## src/rtl/stopwatch_pkg.sv

```systemverilog
// rtl/stopwatch_pkg.sv - shared types and helpers for the stopwatch core
//
// Contents:
//   state_t          control FSM state (IDLE/RUN/PAUSE/DONE)
//   DEFAULT_TICK_DIV default clk cycles per one-second tick
//   clog2()          ceiling log2, used to size counters from their modulus
package stopwatch_pkg;

  typedef enum logic [1:0] {
    IDLE  = 2'd0,
    RUN   = 2'd1,
    PAUSE = 2'd2,
    DONE  = 2'd3
  } state_t;

  localparam int DEFAULT_TICK_DIV = 100_000_000;

  // clog2(1) = 0, clog2(60) = 6, clog2(256) = 8
  function automatic int clog2(input int n);
    int r;
    int v;
    r = 0;
    v = n - 1;
    while (v > 0) begin
      r = r + 1;
      v = v >> 1;
    end
    return r;
  endfunction

endpackage

```

## src/rtl/mod_counter.sv

```systemverilog
// rtl/mod_counter.sv - modulo-MOD up/down counter with carry/borrow output
//
// Ports:
//   clk, rst_n  clock, asynchronous active-low reset
//   en          advance one step this cycle
//   up          1 = increment, 0 = decrement
//   load        synchronous load of load_val (wins over en)
//   load_val    value to load
//   value       current count, 0..MOD-1
//   wrap        high when an enabled step rolls over (carry when up, borrow when down)
module mod_counter #(
  parameter int MOD   = 60,
  parameter int WIDTH = 6
) (
  input  logic             clk,
  input  logic             rst_n,
  input  logic             en,
  input  logic             up,
  input  logic             load,
  input  logic [WIDTH-1:0] load_val,
  output logic [WIDTH-1:0] value,
  output logic             wrap
);

  localparam logic [WIDTH-1:0] TOP = WIDTH'(MOD - 1);

  assign wrap = en && (up ? (value == TOP) : (value == '0));

  always_ff @(posedge clk or negedge rst_n) begin
    if (!rst_n) begin
      value <= '0;
    end else if (load) begin
      value <= load_val;
    end else if (en) begin
      if (up) begin
        value <= (value == TOP) ? '0 : value + 1'b1;
      end else begin
        value <= (value == '0) ? TOP : value - 1'b1;
      end
    end
  end

endmodule

```

## src/rtl/stopwatch_time_counter.sv

```systemverilog
// rtl/stopwatch_time_counter.sv - minutes:seconds stopwatch/timer with one-second prescaler
//
// Ports:
//   clk, rst_n          clock, asynchronous active-low reset
//   clear               synchronous clear of time, prescaler and overflow
//   start, stop         resume / pause pulses (stop wins when both are high)
//   count_down          direction, sampled on every tick
//   load                preset strobe for load_min/load_sec (values clamped to range)
//   minutes, seconds    current time
//   running, done       FSM in RUN / DONE
//   sec_tick            one-cycle pulse while a freshly updated time is visible
//   overflow            sticky flag for count-up past MIN_MAX:SEC_MOD-1
module stopwatch_time_counter
  import stopwatch_pkg::*;
#(
  parameter int TICK_DIV  = DEFAULT_TICK_DIV,
  parameter int SEC_MOD   = 60,
  parameter int MIN_WIDTH = 8,
  parameter int MIN_MAX   = 255,
  parameter int SATURATE  = 0,
  localparam int SEC_W    = clog2(SEC_MOD)
) (
  input  logic                 clk,
  input  logic                 rst_n,
  input  logic                 clear,
  input  logic                 start,
  input  logic                 stop,
  input  logic                 count_down,
  input  logic                 load,
  input  logic [MIN_WIDTH-1:0] load_min,
  input  logic [SEC_W-1:0]     load_sec,
  output logic [MIN_WIDTH-1:0] minutes,
  output logic [SEC_W-1:0]     seconds,
  output logic                 running,
  output logic                 sec_tick,
  output logic                 done,
  output logic                 overflow
);

  localparam int                   PW      = (TICK_DIV > 1) ? clog2(TICK_DIV) : 1;
  localparam logic [PW-1:0]        PRE_TOP = PW'(TICK_DIV - 1);
  localparam logic [SEC_W-1:0]     SEC_TOP = SEC_W'(SEC_MOD - 1);
  localparam logic [MIN_WIDTH-1:0] MIN_TOP = MIN_WIDTH'(MIN_MAX);

  state_t                 state;
  state_t                 state_nxt;
  logic [PW-1:0]          presc;
  logic                   tick;
  logic                   up;
  logic                   at_top;
  logic                   at_zero;
  logic                   at_one;
  logic                   sat_hold;
  logic                   step;
  logic                   ctr_load;
  logic [SEC_W-1:0]       sec_load_val;
  logic [MIN_WIDTH-1:0]   min_load_val;
  logic                   sec_wrap;
  logic                   min_wrap;

  assign up       = ~count_down;
  assign at_top   = (minutes == MIN_TOP) && (seconds == SEC_TOP);
  assign at_zero  = (minutes == '0) && (seconds == '0);
  assign at_one   = (minutes == '0) && (seconds == SEC_W'(1));

  // A tick only exists in RUN when no higher-priority control is acting this cycle.
  assign tick     = (state == RUN) && !clear && !load && !stop && (presc == PRE_TOP);

  // Ticks that leave the time untouched: saturating at the top, or counting down from 00:00.
  assign sat_hold = up && at_top && (SATURATE != 0);
  assign step     = tick && !sat_hold && !(!up && at_zero);

  // clear is folded into the counters' load path with a zero preset.
  assign ctr_load     = clear | load;
  assign sec_load_val = clear ? '0 : ((load_sec > SEC_TOP) ? SEC_TOP : load_sec);
  assign min_load_val = clear ? '0 : ((load_min > MIN_TOP) ? MIN_TOP : load_min);

  mod_counter #(
    .MOD   (SEC_MOD),
    .WIDTH (SEC_W)
  ) u_sec (
    .clk      (clk),
    .rst_n    (rst_n),
    .en       (step),
    .up       (up),
    .load     (ctr_load),
    .load_val (sec_load_val),
    .value    (seconds),
    .wrap     (sec_wrap)
  );

  mod_counter #(
    .MOD   (MIN_MAX + 1),
    .WIDTH (MIN_WIDTH)
  ) u_min (
    .clk      (clk),
    .rst_n    (rst_n),
    .en       (sec_wrap),
    .up       (up),
    .load     (ctr_load),
    .load_val (min_load_val),
    .value    (minutes),
    .wrap     (min_wrap)
  );

  always_comb begin
    state_nxt = state;
    if (clear || load) begin
      state_nxt = IDLE;
    end else if (stop) begin
      // stop suppresses a simultaneous start even when it has nothing to pause
      if (state == RUN) state_nxt = PAUSE;
    end else if (start && (state == IDLE || state == PAUSE)) begin
      state_nxt = RUN;
    end else if (tick) begin
      if (sat_hold) begin
        state_nxt = DONE;
      end else if (!up && (at_zero || at_one)) begin
        state_nxt = DONE;
      end
    end
  end

  always_ff @(posedge clk or negedge rst_n) begin
    if (!rst_n) begin
      state <= IDLE;
    end else begin
      state <= state_nxt;
    end
  end

  // Prescaler keeps its phase across PAUSE so a resume finishes the partial second.
  always_ff @(posedge clk or negedge rst_n) begin
    if (!rst_n) begin
      presc <= '0;
    end else if (ctr_load) begin
      presc <= '0;
    end else if (state == RUN) begin
      if (!stop) presc <= (presc == PRE_TOP) ? '0 : presc + 1'b1;
    end else if (state != PAUSE) begin
      presc <= '0;
    end
  end

  always_ff @(posedge clk or negedge rst_n) begin
    if (!rst_n) begin
      overflow <= 1'b0;
      sec_tick <= 1'b0;
    end else begin
      sec_tick <= step;
      if (clear) begin
        overflow <= 1'b0;
      end else if (tick && up && at_top) begin
        overflow <= 1'b1;
      end
    end
  end

  assign running = (state == RUN);
  assign done    = (state == DONE);

endmodule

```

## config.mk

```make
export PLATFORM = sky130hd
export DESIGN_NAME = stopwatch_time_counter
export DESIGN_NICKNAME = d
export VERILOG_FILES = /design/src/rtl/stopwatch_pkg.sv /design/src/rtl/mod_counter.sv /design/src/rtl/stopwatch_time_counter.sv
export SDC_FILE = /design/constraint.sdc
export NUM_CORES = 1
export LEC_CHECK = 0
export ABC_AREA = 1
export CAP_MARGIN = 20
export CELL_PAD_IN_SITES_DETAIL_PLACEMENT = 0
export CELL_PAD_IN_SITES_GLOBAL_PLACEMENT = 1
export CORE_MARGIN = 5
export CORE_UTILIZATION = 35
export CTS_CLUSTER_DIAMETER = 100
export DETAILED_ROUTE_END_ITERATION = 7
export GPL_TIMING_DRIVEN = 0
export PLACE_DENSITY = 0.78
export SYNTH_ARGS = -nofsm -noshare
export SYNTH_HDL_FRONTEND = slang
export SYNTH_SLANG_ARGS = --single-unit
```

## constraint.sdc

```tcl
create_clock -name clk -period 1.95 [get_ports clk]
set_input_delay 0.195 -clock clk [delete_from_list [all_inputs] [get_ports clk]]
set_output_delay 0.195 -clock clk [all_outputs]
set_load 0.005 [all_outputs]
```

Word-level counts from Yosys, hierarchy flattened
Index checks and enable logic that the tools add are counted.
{ "word_totals": {"reg_bits": 45, "in_bits": 21, "out_inout_bits": 18, "elab_cells": 85} }
{ "classes": {"add_sub_neg": 5, "order_cmp": 2, "n_eq_ne": 10, "muxes": 28, "n_bitwise": 2, "n_reduce_logical": 32} }
{ "ops": {"columns": ["operator", "n"], "rows": [
  ["$mux 27", 5],
  ["$mux 8", 7],
  ["$mux 6", 7],
  ["$add 27x1->27 const B", 1],
  ["$eq 27x27->1 const B", 1],
  ["$logic_and 1x1->1", 14],
  ["$mux 2", 6],
  ["$add 8x1->8 const B", 1],
  ["$eq 8x8->1 const B", 1],
  ["$gt 8x8->1 const B", 1],
  ["$logic_not 8->1", 1],
  ["$reduce_bool 4->1", 2],
  ["$sub 8x1->8 const B", 1],
  ["$add 6x1->6 const B", 1],
  ["$eq 6x1->1 const B", 1],
  ["$eq 6x6->1 const B", 1],
  ["$gt 6x6->1 const B", 1],
  ["$logic_not 6->1", 1],
  ["$reduce_bool 2->1", 3],
  ["$sub 6x1->6 const B", 1],
  ["$eq 2x2->1 const B", 2],
  ["$logic_not 1->1", 4],
  ["$logic_or 1x1->1", 3],
  ["$mux 1", 3],
  ["10 further kinds", 10]
]} }

Depth between registers and ports, before layout
Gate-level depths: netlist of the first run.
{ "depth": {"ltp_word": 9, "mapped_depth": 12, "ltp_nobuf": 12} }

By module
Synthesis of the first run repeated with hierarchy kept, for this count alone.
{ "hier_totals": {"hier_cells": 638, "hier_area_um2": 3978.8} }
{ "modules_own_cells": {"columns": ["module", "n_inst", "cells_each", "area_per_inst_um2", "seq_area_each_um2"], "rows": [
  ["stopwatch_time_counter", 1, 397, 2476.1, 775.7],
  ["mod_counter (u_min)", 1, 149, 898.4, 200.2],
  ["mod_counter (u_sec)", 1, 92, 604.3, 150.1]
]} }

Worst setup path after synthesis of the first run
Ideal clock, no wire load.
{ "synth_timing": {"kind": "register to register", "from": "reg u_min.value[0]", "to": "reg state[1]", "setup_time_ns": 0.117, "arrival_time_ns": 1.493, "t_required_ns": 1.833, "slack_ns": 0.340, "path_stages_with_launch": 10, "n_path_buf": 0, "path_cell_list": "dfrtp_1 > inv_1 > ha_1 > inv_1 > nor2_1 > nand4_1 > o21ai_0 > nand2_1 > nand2_1 > nand2_1"} }
{ "synth_via": {"elab_chain_len": 6} }
{ "synth_rtl": {"columns": ["item", "line", "rtl"], "rows": [
  ["start: declaration", "mod_counter.sv:21", "output logic [WIDTH-1:0] value,"],
  ["start signal: assignment", "mod_counter.sv:33", "value <= load_val;"],
  ["start signal: assignment", "mod_counter.sv:36", "value <= (value == TOP) ? '0 : value + 1'b1;"],
  ["start signal: assignment", "mod_counter.sv:38", "value <= (value == '0) ? TOP : value - 1'b1;"],
  ["$logic_not 8->1 (*)", null, null],
  ["$logic_and 1x1->1 (on tied branches)", "stopwatch_time_counter.sv:63, stopwatch_time_counter.sv:64", null],
  ["$logic_or 1x1->1 (*)", "stopwatch_time_counter.sv:118", "end else if (!up && (at_zero || at_one)) begin"],
  ["$logic_and 1x1->1 (*)", "stopwatch_time_counter.sv:118", null],
  ["$reduce_bool 4->1 (no line) (*)", null, null],
  ["$reduce_and 3->1 (no line) (*)", null, null],
  ["end signal: assignment", "stopwatch_time_counter.sv:128", "state <= state_nxt;"],
  ["end: declaration", "stopwatch_time_counter.sv:45", "state_t state;"]
]} }
Every way passes the cells marked *; elsewhere a longest branch is shown, timed or not.
A chain may end at the register's enable or synchronous reset.

Final worst setup path of the first run
{ "layout_timing": {"from": "reg u_sec.value[0]", "to": "reg u_min.value[1]"} }
{ "layout_via": {"elab_chain_len": 7} }
{ "layout_rtl": {"columns": ["item", "line", "rtl"], "rows": [
  ["start: declaration", "mod_counter.sv:21", null],
  ["start signal: assignment", "mod_counter.sv:33", null],
  ["start signal: assignment", "mod_counter.sv:36", null],
  ["start signal: assignment", "mod_counter.sv:38", null],
  ["$logic_not 6->1", "mod_counter.sv:27, stopwatch_time_counter.sv:63", null],
  ["$logic_and 1x1->1", "stopwatch_time_counter.sv:63", "assign at_zero = (minutes == '0) && (seconds == '0);"],
  ["$logic_and 1x1->1", "stopwatch_time_counter.sv:71", "assign step = tick && !sat_hold && !(!up && at_zero);"],
  ["$logic_not 1->1", "stopwatch_time_counter.sv:71", null],
  ["$logic_and 1x1->1", "stopwatch_time_counter.sv:71", null],
  ["$logic_and 1x1->1 (*)", "mod_counter.sv:27", "assign wrap = en && (up ? (value == TOP) : (value == '0));"],
  ["$reduce_bool 2->1 (no line) (*)", null, null]
]} }
Marks and branches as above.

==> flow_metrics.tcl, run 1 <==
set metrics [dict create \
    nFillCells 1041 \
    r2r_cells 10 \
    r2r-end "u_min.value[1]" \
    setup_viol 0 \
    synth-main-ff-cell "dfrtp_1" \
    crit_path_end_kind "flip-flop" \
    clockBufferDepth 2 \
    clk_latency_ns 0.29 \
    synth_top_area_frac 0.316 \
    hold_viol 0 \
    finalMaxSlewViolations 0 \
    pin_count 39 \
    fp.dieW_um 111 \
    grt_max_degree 32 \
    slowest_stage "dfrtp_2" \
    drc_errors 0 \
    worstPathRequired_ns 2.18 \
    seq_area_um2 1130 \
    num_vias 3526 \
    ir_drop_uv 376 \
    grt_pass1_wl_um 16000 \
    status "complete, no violations" \
    areaGrowthSynthToFinish_pct 19.5 \
    synth-seq-cells 45 \
    antenna_found_initial 0 \
    stdcell_count 722 \
    cts_inserted_buffers 5 \
    r2r_slack_ns 0.17 \
    fp.coreArea_um2 9860 \
    cts_num_sinks 45 \
    fin_tns_setup_ns 0 \
    die_h_um 111 \
    leakage_nw 1.91 \
    placed_cells 713 \
    cpPeakStageDelay_ns 0.46 \
    hold_class "input port to async pin" \
    cp_cell_sequence "inv_1 > ha_1 > nand3_2 > clkinv_1 > nand2_1 > nand2_1 > nand4_1 > nand2_2 > nand2_1 > nand2_1" \
    crit_path_max_fanout 8 \
    critPathMostFrequentCell "nand2_1" \
    min_period_over_period 0.915 \
    worstPathArrival_ns 2.02 \
    initial_core_util 0.362 \
    hpwl_um 7310 \
    gr-total-overflow 0 \
    cts_tree "done" \
    fin_nets 618 \
    critPathKind "flip-flop to flip-flop" \
    maxCapViolations 0 \
    rows 36 \
    grt_use_total 0.154 \
    root_buffer "clkbuf_8" \
    cp_top_family "simple AND/OR/NAND/NOR gates" \
    slew_headroom 0.645 \
    period_needed_ns 1.78 \
    critPathBufInv 2 \
    ant_nets 0 \
    die_area_um2 12300 \
    ys_seq_area_frac 0.316 \
    finalPower_w 0.00248 \
    rsz0062_at_grt "false" \
    clk_pin_slew_ns 0.09 \
    drtPass1Iterations 5 \
    timing.rr.start "u_sec.value[0]" \
    yosys-top-cells-area "dfrtp_1 32%, nand2_1 18%, nand3_1 7.4%" \
    syn_avg_cell_area_um2 6.59 \
    multi_input_area_um2 2100 \
    yosys_warnings 0 \
    cp_num_cells 10 \
    start_kind "flip-flop" \
    synth_cell_types 36 \
    vias_per_cell 4.88 \
    gp_congestion 0.868 \
    routed_wirelength_um 9400 \
    ys_async_sr_fraction 1.00 \
    synth_nets 570 \
    htree_levels 2 \
    drt-initial-drc-count 138 \
    routedWlPerCell_um 13.0 \
    port_buffers 38 \
    synth_top_cell_by_area "dfrtp_1" \
    antenna_cells 0 \
    fin_skew_ns 0.0104 \
    synth_area_um2 3570 \
    drive_above_1_share 0.134 \
    netlist_instances 541 \
    p_per_area_nw_per_um2 582 \
    clock.fmax_ghz 0.561 \
    synth_enable_flop_cells 0 \
    worst_pin_slew_ns 0.532 \
    grt_pass1_vias 3454 \
]
worst max path at each step:
stage | startpoint | to
after detailed placement | clear | u_min.value[6]
after global placement | rst_n | u_min.value[3]
after floorplan | u_min.value[0] | state[1]
after CTS | u_min.value[0] | state[0]
after global routing | u_sec.value[0] | u_min.value[4]
final | u_sec.value[0] | u_min.value[1]
per-layer routing:
layer  vias up  part of all wire  wire, um  GRT usage
met1      1628              0.46      4310      0.199
met5         -                 0         0          0
met3         9             0.036       337     0.0284
met4         0             0.012       112     0.0320
met2        72              0.49      4630      0.269
li1       1817                 -         -          -
cells in the final DEF, fill, tap and decap left out, types with 2 or more instances in the layout:
cell / instances
inv_1: 58
nand2_4: 2
a21boi_0: 3
clkdlybuf4s50_1: 37
nand3b_1: 2
nor2_2: 16
o211ai_1: 3
nand4_1: 16
a21oi_1: 17
clkbuf_8: 5
buf_2: 8
nor3_1: 4
dfrtp_1: 43
nor2_4: 7
nand2_2: 9
nand3_1: 53
dfrtp_2: 2
o21ai_1: 5
nor3_2: 3
inv_2: 5
ha_1: 7
xor2_1: 8
nor2_1: 55
nand2_1: 173
o21ai_0: 15
nand3_2: 6
buf_12: 2
or2_2: 3
xnor2_1: 3
buf_6: 4
sequential cells by signal, indices dropped and copies added (netlist names):
register / flops
state: 2
u_min.value: 8
sec_tick: 1
presc: 27
u_sec.value: 6
overflow: 1
Yosys cell counts, types with 2 or more instances:
cell / instances
nor3_1: 4
nand3_1: 53
o211ai_1: 3
nor2_1: 55
xor2_1: 8
inv_2: 5
nand3b_1: 2
inv_1: 58
nor3_2: 3
a21oi_1: 17
dfrtp_1: 45
buf_6: 4
o21ai_0: 16
nand3_2: 6
xnor2_1: 3
nand2_2: 9
or2_2: 3
nor2_4: 6
a21boi_0: 3
ha_1: 8
nand4_1: 16
nand2_1: 173
nand2_4: 2
buf_2: 7
o21ai_1: 5
nor2_2: 17
through the flow:
step	setup WS (ns)	hold WS (ns)	cell area [um2]	util
2_1_floorplan	0.340	-0.101	3570	-
3_3_place_gp	-0.753	0.499	4110	0.417
3_5_place_dp	-0.127	0.144	4130	0.419
4_1_cts	0.00356	0.357	4240	0.430
5_1_grt	0.0158	0.378	4260	0.432
6_report	0.166	0.343	4260	0.432
final cells by class:
type | instances | area share
Inverter | 65 | 0.0578
Clock buffer | 5 | 0.0161
Multi-Input combinational cell | 417 | 0.492
Timing Repair Buffer | 41 | 0.0968
Clock inverter | 2 | 0.00822
Sequential cell | 45 | 0.265
Buffer | 14 | 0.0252
Tap cell | 133 | 0.0390
report_power, final:
| group | switching, W | leakage, nW | total [W] | internal [W] |
|---|---|---|---|---|
| registers | 0.0000614 | 0.607 | 0.00104 | 0.000978 |
| logic | 0.000420 | 1.24 | 0.000737 | 0.000317 |
| clock network | 0.000331 | 0.0540 | 0.000705 | 0.000373 |
| total | 0.000812 | 1.91 | 0.00248 | 0.00167 |
logic make-up after synthesis:
kind of cell / after synthesis / synth area share
xor gates and xnor gates: 11 / 0.0270
adders and majority gates: 8 / 0.0281
AOI/OAI and AO/OA: 48 / 0.0747
and+or+nand+nor: 350 / 0.455
buffers and inverters: 79 / 0.0993
DFF: 45 / 0.316
timing repair:
| action | in CTS | in global routing |
|---|---|---|
| gates resized for setup | 0 | 6 |
| buffers inserted | 0 | 1 |
| endpoints found under the setup margin | 0 | 17 |
| hold buffers | 1 | 0 |
| endpoints found under the hold margin | 14 | 0 |
No activity file was read; power rests on OpenSTA's default activity.
==> run 2: changes to the inputs <==
--- a/config.mk
+++ b/config.mk
@@ -9,12 +9,12 @@
 export CAP_MARGIN = 20
 export CELL_PAD_IN_SITES_DETAIL_PLACEMENT = 0
 export CELL_PAD_IN_SITES_GLOBAL_PLACEMENT = 1
-export CORE_MARGIN = 5
 export CORE_UTILIZATION = 35
 export CTS_CLUSTER_DIAMETER = 100
 export DETAILED_ROUTE_END_ITERATION = 7
 export GPL_TIMING_DRIVEN = 0
 export PLACE_DENSITY = 0.78
+export SETUP_SLACK_MARGIN = 0.2
 export SYNTH_ARGS = -nofsm -noshare
 export SYNTH_HDL_FRONTEND = slang
 export SYNTH_SLANG_ARGS = --single-unit
==> run 2 against run 1 <==
Critical path depth is the same. Via count up 1.6%. Register-to-register slack improved by 0.13 ns. Combinational power rose by 11%. Critical endpoint is now state[1]. Clock power decreased by 17%. Clock-buffer cell count is 1 higher. Global-route usage up 4.2 points. Largest power group unchanged. Clock skew fell by 0.0030 ns. Utilization rose by 2.5 points.
==> flow_metrics.tcl, run 2 (synthesized netlist as in run 1, its figures left out) <==
set metrics [dict create \
    status "complete, no violations" \
    timing.rr.start "u_min.value[0]" \
    regMostFlops "presc" \
    die_h_um 103 \
    final_cell_mix "172 x nand2_1, 55 x inv_1, 53 x nand3_1" \
    fp.coreArea_um2 9820 \
    combPwrFrac 0.334 \
    worstPathRequired_ns 2.14 \
    final_common_cell "nand2_1" \
    worstPathArrival_ns 1.85 \
    place_ws_ns -0.0681 \
    worst_pin_slew_ns 0.541 \
    p_seq_frac 0.427 \
    slowest_stage "dfrtp_2" \
    rsz0062_at_grt "true" \
    hold_class "input port to async pin" \
    grt_pass1_wl_um 16200 \
    port_buffers 38 \
    slew_headroom 0.639 \
    fin_nets 631 \
    drc_errors 0 \
    routedWlPerCell_um 13.0 \
    clockBufferDepth 2 \
    r2r_cells 10 \
    min_period_over_period 0.850 \
    grt_max_degree 25 \
    reg_top3 "presc (27), u_min.value (8), u_sec.value (6)" \
    critPathBufInv 3 \
    r2r-end "state[1]" \
    timing.final.ws_setup_ns 0.292 \
    period_needed_ns 1.66 \
    areaGrowthSynthToFinish_pct 25.9 \
    critPathKind "flip-flop to flip-flop" \
    cts_inserted_buffers 5 \
    antenna_found_initial 0 \
    grt_use_total 0.196 \
    leakage_nw 1.97 \
    cell_internal_pwr_w 0.00159 \
    start_kind "flip-flop" \
    clk_pin_slew_ns 0.09 \
    cpPeakStageDelay_ns 0.47 \
    fin_util 0.457 \
    root_buffer "clkbuf_8" \
    routed_wirelength_um 9550 \
    drtPass1Iterations 4 \
    vias_per_cell 4.87 \
    maxCapViolations 0 \
    setup_viol 0 \
    pin_count 39 \
    p_sw_w 0.000856 \
    fp.dieW_um 103 \
    ant_nets 0 \
    ir_drop_uv 282 \
    gp_congestion 0.877 \
    clk_latency_ns 0.29 \
    fin_skew_ns 0.00740 \
    num_vias 3583 \
    clock.fmax_ghz 0.603 \
    cts_num_sinks 45 \
    fin_tns_setup_ns 0 \
    drive_above_1_share 0.191 \
    gr-total-overflow 0 \
    cp_cell_sequence "inv_4 > ha_2 > inv_1 > nor2_2 > nand4_1 > buf_6 > o21ai_4 > nand2_1 > nand2_1 > nand2_1" \
    r2r_slack_ns 0.29 \
    p_per_area_nw_per_um2 545 \
    cts_tree "done" \
    hold_viol 0 \
    drt-initial-drc-count 130 \
    hpwl_um 7200 \
    antenna_cells 0 \
    critPathMostFrequentCell "nand2_1" \
    largest_reg_flops 27 \
    rows 36 \
    pwr-share-clk 0.239 \
    grt_pass1_vias 3464 \
    initial_core_util 0.363 \
    finalPower_w 0.00245 \
    htree_levels 2 \
    p_sw_frac 0.350 \
    cp_top_family "flip-flops" \
    crit_path_end_kind "flip-flop" \
    hold_slack_ns 0.416 \
    die_area_um2 10600 \
    crit_path_max_fanout 6 \
    finalMaxSlewViolations 0 \
]
-- run 2: power by group through the flow --
stage	Sequential (W)	Combinational [W]	Clock, W
2_1_floorplan	0.00105	0.000465	0
3_3_place_gp	0.00106	0.000727	0
3_5_place_dp	0.00106	0.000734	0
4_1_cts	0.00104	0.000743	0.000609
5_1_grt	0.00105	0.000920	0.000658
6_report	0.00104	0.000817	0.000585
-- run 2: timing repair --
action | 4_1_cts | 5_1_grt
pin swaps | 0 | 8
resized for setup | 4 | 48
setup endpoints to repair | 23 | 35
hold buffers | 1 | 0
buffers inserted | 4 | 10
hold endpoints to repair | 21 | 0
-- run 2: worst max path at each step --
stage | start | end | depth (start not counted)
detailed placement | clear | u_min.value[7] | 10
finish | u_min.value[0] | state[1] | 10
floorplan | u_min.value[0] | state[1] | 9
global route | u_sec.value[0] | u_min.value[3] | 10
CTS | u_min.value[0] | state[1] | 10
global placement | rst_n | u_min.value[3] | 1
-- run 2: area by class of cell --
cell class	count	area, um2
buffer	14	113
clock buffer	6	72.6
clock inverter	2	10.0
fill	1092	5330
inverter	65	254
multi-input combinational	417	2220
sequential	45	1140
tap	133	166
timing repair buffer	54	514
-- run 2: per-layer routing --
metal / wire [um] / vias up / global-route usage
met3: 339 / 8 / 0.0332
met4: 102 / 0 / 0.0433
met2: 4700 / 81 / 0.351
met5: 0 / - / 0
li1: - / 1851 / -
met1: 4410 / 1643 / 0.246
-- run 2: metrics by stage --
| step | cells | instance area [um2] |
|---|---|---|
| CTS | 726 | 4260 |
| global placement | 712 | 4110 |
| finish | 736 | 4490 |
| global route | 736 | 4490 |
| floorplan | 541 | 3570 |
| detailed placement | 713 | 4130 |
==> run 3: changes to the inputs <==
--- a/config.mk
+++ b/config.mk
@@ -9,6 +9,7 @@
 export CAP_MARGIN = 20
 export CELL_PAD_IN_SITES_DETAIL_PLACEMENT = 0
 export CELL_PAD_IN_SITES_GLOBAL_PLACEMENT = 1
+export CORE_ASPECT_RATIO = 0.7
 export CORE_UTILIZATION = 35
 export CTS_CLUSTER_DIAMETER = 100
 export DETAILED_ROUTE_END_ITERATION = 7
==> run 3 against run 2 <==
Sequential share of layout area fell by 1.4 points. Design area rose by 5.7%. Die area barely moved. Utilization rose by 2.7 points. Setup slack got worse by 0.060 ns. Register-to-register slack got worse by 0.06 ns. Cell count rose by 0.68%. First-iteration DRC count rose by 130%. Largest power group unchanged. Highest routed layer unchanged.
==> flow_metrics.tcl, run 3 (synthesized netlist as in run 1, its figures left out) <==
set metrics [dict create \
    status "complete, no violations" \
    regMostFlops "presc" \
    hpwl_um 7620 \
    die_h_um 86.5 \
    crit_path_end_kind "flip-flop" \
    worstPathRequired_ns 2.13 \
    grt_use_total 0.206 \
    areaGrowthSynthToFinish_pct 33.0 \
    gp_congestion 0.863 \
    hold_viol 0 \
    reg_top3 "presc (27), u_min.value (8), u_sec.value (6)" \
    place_ws_ns -0.00690 \
    antenna_cells 0 \
    rows 30 \
    port_buffers 38 \
    setup_viol 0 \
    rsz0062_at_grt "true" \
    antenna_found_initial 0 \
    final_common_cell "nand2_1" \
    top_layer_used "met4" \
    ir_drop_uv 391 \
    htree_levels 2 \
    fin_nets 641 \
    largest_reg_flops 27 \
    finalMaxSlewViolations 0 \
    routed_wirelength_um 10600 \
    slew_headroom 0.634 \
    period_needed_ns 1.72 \
    p_per_area_nw_per_um2 600 \
    leakage_nw 2.08 \
    gr-total-overflow 0 \
    die_area_um2 10600 \
    stdcell_count 741 \
    clockBufferDepth 2 \
    pin_count 39 \
    grt_pass1_wl_um 16700 \
    placed_cells 708 \
    routedWlPerCell_um 14.3 \
    drc_errors 0 \
    num_vias 3701 \
    grt_max_degree 36 \
    clock.fmax_ghz 0.582 \
    dpl-instance-area_um2 4120 \
    drive_above_1_share 0.225 \
    wl_met3_um 764 \
    timing.final.ws_setup_ns 0.232 \
    drtPass1Iterations 5 \
    min_period_over_period 0.881 \
    clk_pin_slew_ns 0.07 \
    vias_per_cell 4.99 \
    hold_slack_ns 0.332 \
    fp.coreArea_um2 9800 \
    initial_core_util 0.364 \
    cts_inserted_buffers 5 \
    hold_class "input port to async pin" \
    final_cell_area_um2 4740 \
    fin_skew_ns 0.00399 \
    cts_num_sinks 45 \
    cts_tree "done" \
    grt_pass1_vias 3185 \
    start_kind "flip-flop" \
    final_cell_mix "168 x nand2_1, 53 x inv_1, 48 x nand3_1" \
    wl_met1_um 5570 \
    crit_path_max_fanout 6 \
    worst_pin_slew_ns 0.548 \
    fp.dieW_um 123 \
    drt-initial-drc-count 303 \
    critPathKind "flip-flop to flip-flop" \
    clk_latency_ns 0.29 \
    maxCapViolations 0 \
    worstPathArrival_ns 1.90 \
    ant_nets 0 \
    met2WireLength_um 4150 \
    r2r_cells 7 \
    root_buffer "clkbuf_16" \
]
run 3: changes by cell type in the layout (fill, tap and decap cells not counted), sizes merged:
| cell | before | now |
|---|---|---|
| buf | 28 | 38 |
| clkbuf | 8 | 9 |
| clkinv | 3 | 2 |
run 3: layout make-up:
cell class / instances / area, um2
fill: 978 / 5050
clock buffer: 7 / 153
inverter: 65 / 254
sequential: 45 / 1130
tap: 128 / 160
clock inverter: 1 / 5.00
buffer: 14 / 120
multi-input combinational: 417 / 2300
timing repair buffer: 64 / 616
run 3: stage by stage:
stage                     power, W   util   TNS, ns
after floorplan            0.00151      -         0
after global placement     0.00179  0.419    -34.96
after detailed placement   0.00180  0.421  -0.00690
after CTS                  0.00275  0.444         0
after global routing       0.00302  0.484         0
final                      0.00285  0.484         0
run 3: path summary, 6_finish.rpt:
check | endpoint | start | slack [ns]
setup / recovery | presc[22] | presc[7] | 0.23
hold / removal | u_min.value[4] | rst_n | 0.33
setup reg to reg | presc[22] | presc[7] | 0.23
hold reg to reg | u_min.value[7] | u_min.value[7] | 0.54
max in group asynchronous | presc[15] | rst_n | 1.12
min in group clk | u_min.value[7] | load_min[7] | 0.52
run 3: critical path: stages (launching register included):
cell and delay (ns):
dfrtp_1 0.48, nand4_1 0.32, nor2_4 0.24, nand4_1 0.17, nor2_4 0.20, nand2_1 0.08, nand2_1 0.07, nor2_1 0.04
run 3: timing repair:
| item | in CTS | in global routing |
|---|---|---|
| hold buffers | 1 | 0 |
| endpoints found under the setup margin | 21 | 38 |
| endpoints found under the hold margin | 10 | 0 |
| cloned | 0 | 2 |
| setup buffers | 3 | 19 |
| resized for setup | 8 | 68 |
| pin swaps | 2 | 23 |
run 3: where the power goes:
group          switching, W  internal (W)
combinational      0.000484      0.000392
sequential        0.0000599      0.000983
clock              0.000384      0.000544
run 3: routing by layer:
layer / global-route usage / vias up
met5: 0 / -
met4: 0.0366 / 0
met3: 0.0342 / 12
met1: 0.341 / 1668
met2: 0.270 / 144
li1: - / 1877
